$ cat src/rtl/timer_down_counter_pkg.sv
// ============================================================================
// Module      : timer_down_counter_pkg
// Description : Shared definitions for the down-counting timer: FSM state
//               encodings and the CeilLog2 width helper.
// Ports       : none (package)
// Revision    : 1.0 - initial release
// ============================================================================
`default_nettype none

package timer_down_counter_pkg;

    typedef enum logic [1:0] {
        ST_IDLE = 2'd0,
        ST_RUN  = 2'd1,
        ST_DONE = 2'd2
    } timer_state_t;

    // Number of bits needed to hold values 0..value-1.
    // CeilLog2(1) = 0, CeilLog2(4) = 2, CeilLog2(5) = 3.
    function automatic int CeilLog2(input int value);
        int result;
        result = 0;
        for (int i = 0; i < 31; i++) begin
            if ((32'sd1 << i) < value) begin
                result = i + 1;
            end
        end
        return result;
    endfunction

endpackage : timer_down_counter_pkg

`default_nettype wire

$ cat src/rtl/timer_down_counter_prescaler.sv
// ============================================================================
// Module      : tick_prescaler
// Description : Modulo-MODULUS cycle counter producing a one-cycle tick on
//               the last count while enabled.
// Ports       : clk    - clock, rising edge
//               reset  - asynchronous active-low reset
//               clear  - synchronous return to 0 (wins over enable)
//               enable - advance the counter this cycle
//               tick   - high when enabled and counter == MODULUS-1
// Revision    : 1.0 - initial release
// ============================================================================
`default_nettype none

module tick_prescaler
    import timer_down_counter_pkg::*;
#(
    parameter int MODULUS = 4
) (
    input  logic clk,
    input  logic reset,
    input  logic clear,
    input  logic enable,
    output logic tick
);

    // At least one bit so MODULUS=1 still yields a legal vector.
    localparam int W = (CeilLog2(MODULUS) < 1) ? 1 : CeilLog2(MODULUS);
    localparam logic [W-1:0] C_LAST = W'(MODULUS - 1);

    logic [W-1:0] r_cnt;
    logic         w_at_last;

    assign w_at_last = (r_cnt == C_LAST);
    assign tick      = enable && w_at_last;

    always_ff @(posedge clk or negedge reset) begin
        if (!reset) begin
            r_cnt <= '0;
        end else if (clear) begin
            r_cnt <= '0;
        end else if (enable) begin
            if (w_at_last) begin
                r_cnt <= '0;
            end else begin
                r_cnt <= r_cnt + W'(1);
            end
        end
    end

endmodule : tick_prescaler

`default_nettype wire

$ cat src/rtl/timer_down_counter.sv
// ============================================================================
// Module      : timer_down_counter
// Description : Prescaled down-counting timer with one-shot / auto-reload
//               modes, abort, and a registered one-cycle done pulse.
// Ports       : clk         - clock, rising edge
//               reset       - asynchronous active-low reset
//               start       - load load_value and begin counting
//               load_value  - initial count (sampled with start)
//               auto_reload - periodic mode select (sampled with start)
//               abort       - cancel, return to idle, no done pulse
//               busy        - high while running
//               done        - one-cycle pulse on expiry
//               count       - remaining count
// Revision    : 1.0 - initial release
// ============================================================================
`default_nettype none

module timer_down_counter
    import timer_down_counter_pkg::*;
#(
    parameter int NBITS    = 8,
    parameter int PRESCALE = 4
) (
    input  logic             clk,
    input  logic             reset,
    input  logic             start,
    input  logic [NBITS-1:0] load_value,
    input  logic             auto_reload,
    input  logic             abort,
    output logic             busy,
    output logic             done,
    output logic [NBITS-1:0] count
);

    timer_state_t     r_state;
    timer_state_t     w_next_state;
    logic [NBITS-1:0] r_count;
    logic [NBITS-1:0] w_next_count;
    logic [NBITS-1:0] r_reload;
    logic [NBITS-1:0] w_next_reload;
    logic             r_mode;
    logic             w_next_mode;
    logic             r_done;
    logic             r_busy;

    logic w_tick;
    logic w_presc_clear;
    logic w_presc_enable;

    // The prescaler only runs in RUN; any restart or abort, and every cycle
    // outside RUN, returns it to 0 so a fresh run always starts at phase 0.
    assign w_presc_enable = (r_state == ST_RUN);
    assign w_presc_clear  = (r_state != ST_RUN) || start || abort;

    tick_prescaler #(
        .MODULUS (PRESCALE)
    ) u_prescaler (
        .clk    (clk),
        .reset  (reset),
        .clear  (w_presc_clear),
        .enable (w_presc_enable),
        .tick   (w_tick)
    );

    always_comb begin
        w_next_state  = r_state;
        w_next_count  = r_count;
        w_next_reload = r_reload;
        w_next_mode   = r_mode;

        if (abort) begin
            w_next_state = ST_IDLE;
            w_next_count = '0;
        end else if (start) begin
            if (load_value != '0) begin
                w_next_state  = ST_RUN;
                w_next_count  = load_value;
                w_next_reload = load_value;
                w_next_mode   = auto_reload;
            end else begin
                // Zero load expires immediately and can never be periodic.
                w_next_state = ST_DONE;
                w_next_count = '0;
                w_next_mode  = 1'b0;
            end
        end else begin
            case (r_state)
                ST_IDLE: begin
                    w_next_count = '0;
                end
                ST_RUN: begin
                    if (w_tick) begin
                        // <= 1 rather than == 1 so a zero count can never wrap.
                        if (r_count <= NBITS'(1)) begin
                            w_next_count = '0;
                            w_next_state = ST_DONE;
                        end else begin
                            w_next_count = r_count - NBITS'(1);
                        end
                    end
                end
                ST_DONE: begin
                    if (r_mode) begin
                        w_next_state = ST_RUN;
                        w_next_count = r_reload;
                    end else begin
                        w_next_state = ST_IDLE;
                        w_next_count = '0;
                    end
                end
                default: begin
                    w_next_state = ST_IDLE;
                    w_next_count = '0;
                end
            endcase
        end
    end

    // done/busy are registered from the next state so they line up with it.
    always_ff @(posedge clk or negedge reset) begin
        if (!reset) begin
            r_state  <= ST_IDLE;
            r_count  <= '0;
            r_reload <= '0;
            r_mode   <= 1'b0;
            r_done   <= 1'b0;
            r_busy   <= 1'b0;
        end else begin
            r_state  <= w_next_state;
            r_count  <= w_next_count;
            r_reload <= w_next_reload;
            r_mode   <= w_next_mode;
            r_done   <= (w_next_state == ST_DONE);
            r_busy   <= (w_next_state == ST_RUN);
        end
    end

    assign busy  = r_busy;
    assign done  = r_done;
    assign count = r_count;

endmodule : timer_down_counter

`default_nettype wire

$ cat config.mk
export PLATFORM = sky130hd
export DESIGN_NAME = timer_down_counter
export DESIGN_NICKNAME = d
export VERILOG_FILES = /design/src/rtl/timer_down_counter_pkg.sv /design/src/rtl/timer_down_counter_prescaler.sv /design/src/rtl/timer_down_counter.sv
export SDC_FILE = /design/constraint.sdc
export NUM_CORES = 1
export LEC_CHECK = 0
export ABC_AREA = 1
export CAP_MARGIN = 20
export CORE_ASPECT_RATIO = 0.75
export CORE_MARGIN = 2
export CORE_UTILIZATION = 50
export CTS_BUF_LIST = sky130_fd_sc_hd__clkbuf_4 sky130_fd_sc_hd__clkbuf_8
export CTS_CLUSTER_DIAMETER = 60
export DETAILED_ROUTE_END_ITERATION = 10
export PLACE_DENSITY_LB_ADDON = 0.12
export SLEW_MARGIN = 40
export SYNTH_ARGS = -nofsm -noshare
export SYNTH_HDL_FRONTEND = slang
export SYNTH_HIERARCHICAL = 1
export SYNTH_SLANG_ARGS = --single-unit
export TNS_END_PERCENT = 1
$ cat constraint.sdc
create_clock -name clk -period 2.5 [get_ports clk]
set_input_delay 0.5 -clock clk [delete_from_list [all_inputs] [get_ports clk]]
set_output_delay 0.5 -clock clk [all_outputs]
set_load 0.01 [all_outputs]
# --- Word-level counts from Yosys, hierarchy flattened ---
# Index checks and enable logic that the tools add are counted.
totals:
  reg_bits: 23
  input_bits: 13
  n_memories: 0
  romBits: 0
  ramBits: 0
  latch_bits: 0
classes:
  multipliers: 0
  shifts: 0
  reduce_logical: 8
  div: 0
  bitwise_logic: 1
  order_cmp: 1
  n_mux: 18
  addsub: 2
  eq_ne: 7
op_table:
  columns: ["op", "n"]
  rows:
  - ["$mux W8", 6]
  - ["$mux W2", 8]
  - ["$pmux W8 S2", 1]
  - ["$le A8 B1 Y1 const B", 1]
  - ["$reduce_bool A8 Y1", 1]
  - ["$sub A8 B1 Y8 const B", 1]
  - ["$eq A2 B2 Y1 const B", 3]
  - ["$pmux W2 S3", 1]
  - ["$eq A2 B1 Y1 const B", 2]
  - ["$ne A4 B4 Y1 const B", 1]
  - ["$reduce_and A3 Y1", 1]
  - ["$add A2 B1 Y2 const B", 1]
  - ["$logic_not A2 Y1", 1]
  - ["$logic_or A1 B1 Y1", 2]
  - ["$mux W1", 2]
  - ["$ne A2 B1 Y1 const B", 1]
  - ["$reduce_and A2 Y1", 1]
  - ["$reduce_bool A2 Y1", 1]
  - ["$logic_and A1 B1 Y1", 1]
  - ["$not A1 Y1", 1]

# --- Longest topological paths before layout ---
logic_depth:
  depth_word: 7
  depth_mapped: 12
  ltp_nobuf: 12

# --- Cells and area by module ---
# Netlist, hierarchy kept.
by_module_without_submodules:
  columns: ["module", "instances", "cells_each", "area_per_inst_um2", "seq_area_each_um2"]
  rows:
  - ["timer_down_counter", 1, 185, 1322.5, 525.5]
  - ["tick_prescaler", 1, 14, 107.6, 50.0]

# --- Least setup slack after synthesis ---
# OpenSTA, ideal clock, no wires.
synth_timing:
  path_kind: "reg2reg"
  startpoint: "register r_count[0], in the netlist count[0]"
  endpoint: "register r_done, in the netlist done"
  path_buffers: 0
  synth_period_minus_slack_ps: 1479
  path_stages_with_launch: 13
  setup_slack_ps: 1021
  arrival_ps: 1410
  setup_ps: 69
  path_cell_list: "dfrtp_1 -> inv_1 -> ha_1 -> inv_2 -> nand2_1 -> nand2_2 -> nor2_4 -> nand3_2 -> o21ai_1 -> nand2_1 -> nand2_2 -> inv_2 -> nor2_2"
synth_via:
  elab_chain_cells: 7
synth_lines:
  columns: ["element", "line_no", "text"]
  rows:
  - ["start: declaration", "timer_down_counter.sv:37", "logic [NBITS-1:0] r_count;"]
  - ["start signal: assignment", "timer_down_counter.sv:130", "r_count <= w_next_count;"]
  - ["$le A8 B1 Y1", "timer_down_counter.sv:94", "if (r_count <= NBITS'(1)) begin"]
  - ["$mux W2", "timer_down_counter.sv:94", null]
  - ["$mux W2", "timer_down_counter.sv:92", "if (w_tick) begin"]
  - ["$pmux W2 S3", "timer_down_counter.sv:87", "case (r_state)"]
  - ["$mux W2", "timer_down_counter.sv:74", "end else if (start) begin"]
  - ["$mux W2", "timer_down_counter.sv:71", "if (abort) begin"]
  - ["via w_next_state[1]", "timer_down_counter.sv:36", "timer_state_t w_next_state;"]
  - ["$eq A2 B2 Y1", "timer_down_counter.sv:133", "r_done <= (w_next_state == ST_DONE);"]
  - ["end signal: assignment", "timer_down_counter.sv:133", null]
  - ["end: declaration", "timer_down_counter.sv:43", "logic r_done;"]
# The timed path passes the listed nets, and every way through them passes these cells.
# A chain may end at the register's enable or synchronous reset.

# --- Final worst setup path ---
layout_timing:
  startpoint: "register r_count[3], in the netlist count[3]"
  endpoint: "output port count[3]"
layout_lines:
  columns: ["element", "line_no", "text"]
  rows:
  - ["end: declaration", "timer_down_counter.sv:32", "output logic [NBITS-1:0] count"]
# No word-level cell between the ends.

==> results.py <==
metrics = {
    "outcome": {
        "outcome": "finished clean",
    },
    "detailed_routing": {
        "vias": 1327,
        "drtIter0Drc": 114,
        "route.detailed.wl_per_inst_um": 12.3,
        "post-route-drc-count": 0,
        "route.detailed.vias_per_inst": 5.06,
        "drtPass1Iterations": 4,
        "antenna_violating_nets_post_route": 0,
        "finalWirelength_mm": 3.23,
    },
    "clocking": {
        "clk_path_buf_depth": 2,
        "cts_buffer_count": 3,
        "cts_setup_buffers": 0,
        "clk_root_buffer_cell": "clkbuf_8",
        "htreeDepth": 1,
        "number_of_clock_sinks": 23,
        "clk_pin_slew_ps": 80,
        "cts_resized": 0,
        "clock_latency_ps": 270,
        "tritoncts": "yes",
        "postCtsHoldBufs": 0,
    },
    "timing": {
        "final_max_slew_viols": 0,
        "finalCriticalPeriod_ps": 1850,
        "timing_worst_slew_pin_value_ps": 331,
        "hold_viol_final": 0,
        "worst_slew_margin": 0.779,
        "clock.fmax_mhz": 541,
        "setup_tns_ps": 0,
        "grt_setup_unrepaired": "false",
        "fin_worst_skew_ps": 11.0,
        "post-route-period-util": 0.740,
        "report.final.setup_viol": 0,
    },
    "placement": {
        "count_of_port_buffers_added_during_placement": 22,
        "dpl.hpwl_mm": 2.56,
        "gp_routability_congestion": 0.836,
    },
    "global_route": {
        "grt_remaining_overflow": 0,
        "initial_antenna_violation_count": 0,
        "first_global_vias": 1288,
        "first_pass_grt_wire_length_mm": 5.58,
        "grt_max_degree": 24,
        "grt_use_total": 0.219,
    },
    "floorplan": {
        "placement_rows": 16,
        "num_ports": 23,
        "floorplan.die.height_um": 50.3,
        "initial_utilization": 0.537,
        "floorplan.die_area_sq_um": 3310,
        "die_x_um": 65.8,
        "core_area_sq_um": 2660,
    },
    "setup_path": {
        "cp_cell_instances": "clkdlybuf4s50_1",
        "critical_path.reg2reg.startpoint": "count[0]",
        "worst-path-max-fanout": 6,
        "critical_path.startpoint_type": "flip-flop",
        "path_depth": 1,
        "cp_slowest_cell": "clkdlybuf4s50_1",
        "cp.arrival_ps": 1350,
        "cp_top_family": "buffers and inverters",
        "worst_setup_path_endpoint": "count[3]",
        "reg2reg_setup_slack_ps": 790,
        "critPathCaptureType": "output port",
        "worstPathRequired_ps": 2000,
        "crit_start": "count[3]",
        "timing.critical_path.buf_inv": 1,
        "r2r_end": "done",
        "cpPeakStageDelay_ps": 590,
        "critical_path_class": "reg -> out",
        "rr_worst_depth": 12,
    },
    "yosys": {
        "syn_area_per_cell_sq_um": 7.19,
        "post_synth_main_area_contributors": "dfrtp_1 (40%), nand2_1 (14%), nor2_1 (7.1%)",
        "synth-seq-cells": 23,
        "synth_cells": 199,
        "yosysSeqAreaShare": 0.402,
        "synthDominantCellAreaShare": 0.402,
        "synth.cell_area_sq_um": 1430,
        "synth_largest_area_cell": "dfrtp_1",
        "synth_cell_types": 19,
        "yosys_warnings": 6,
        "synthesis.nets": 219,
    },
    "power_and_ir_drop": {
        "cellLeakagePower_uw": 0.000862,
        "power_density_nw_per_um2": 505,
        "peakVddDrop_v": 0.000279,
    },
    "cells_and_area": {
        "layout.core_utilization": 0.659,
        "design.final.nets": 247,
        "final_cell_mix": "nand2_1 (52), nor2_1 (27), inv_1 (25)",
        "layout_commonest_cell": "nand2_1",
        "post_route_cells_drive_above_1_share": 0.115,
        "layout-area-overhead-vs-synth_pct": 22.7,
        "antennaDiodeCount": 0,
        "n_fill_cell": 226,
    },
    "flow_run": {
        "cap_violations": 0,
    },
    "min_path": {
        "holdCritPathClass": "reg -> reg",
    },
}
## worst min path at each step
stage / startpoint / end / slack (ps) / cells past startpoint
floorplan: reset / busy / 200 / 0
global placement: r_reload[5] / r_reload[5] / 460 / 2
detailed placement: r_reload[5] / r_reload[5] / 460 / 2
CTS: r_reload[7] / r_reload[7] / 480 / 2
global route: r_reload[5] / r_reload[5] / 510 / 2
finish: r_reload[5] / r_reload[5] / 480 / 2
## layer usage
layer / track usage / vias to the layer above / wire length (um)
met5: 0 / - / 0
met3: 0.0605 / 2 / 267
met2: 0.354 / 43 / 1440
met1: 0.293 / 606 / 1510
li1: - / 676 / -
met4: 0.0486 / 0 / 8
## sequential cells by signal, summed over array words and instances (netlist names)
signal / count
u_prescaler/r_cnt: 2
count: 8
r_mode: 1
r_state: 2
done: 1
r_reload: 8
busy: 1
## Yosys cell counts
library cell	instances
a21oi_1	17
a22o_1	1
buf_2	1
dfrtp_1	23
ha_1	7
inv_1	25
inv_2	6
nand2_1	52
nand2_2	4
nand3_1	6
nand3_2	1
nand3b_1	1
nand4_1	1
nor2_1	27
nor2_2	3
nor2_4	6
nor3_1	1
o21ai_0	2
o21ai_1	15
## logic make-up after synthesis
| family | after synthesis | share of synthesized area |
|---|---|---|
| simple gates | 102 | 0.326 |
| compound gates | 35 | 0.125 |
| buf+inv | 32 | 0.0849 |
| flops | 23 | 0.402 |
| fa+ha+maj | 7 | 0.0612 |
## layout make-up
class | instances | area [sq um] | share of cell area
timing repair buffer | 24 | 235 | 0.134
tap | 36 | 45.0 | 0.0257
inverter | 31 | 116 | 0.0663
clock buffer | 4 | 48.8 | 0.0278
multi-input combinational | 144 | 733 | 0.418
sequential | 23 | 576 | 0.328
## power by group
| part | switching [uW] | total, uW | internal, uW |
|---|---|---|---|
| Combinational | 126 | 219 | 92.2 |
| Clock | 117 | 242 | 125 |
| Sequential | 23.7 | 426 | 402 |
## metrics by stage
step	setup WS [ps]	total power, uW	area, sq um	hold WS [ps]	std cells
CTS	640	891	1750	482	262
global placement	700	644	1710	461	258
global route	598	940	1750	505	262
detailed placement	659	651	1710	463	258
floorplan	1020	562	1430	204	199
finish	651	886	1750	476	262
Note: power is estimated with default switching activity, not from simulation.
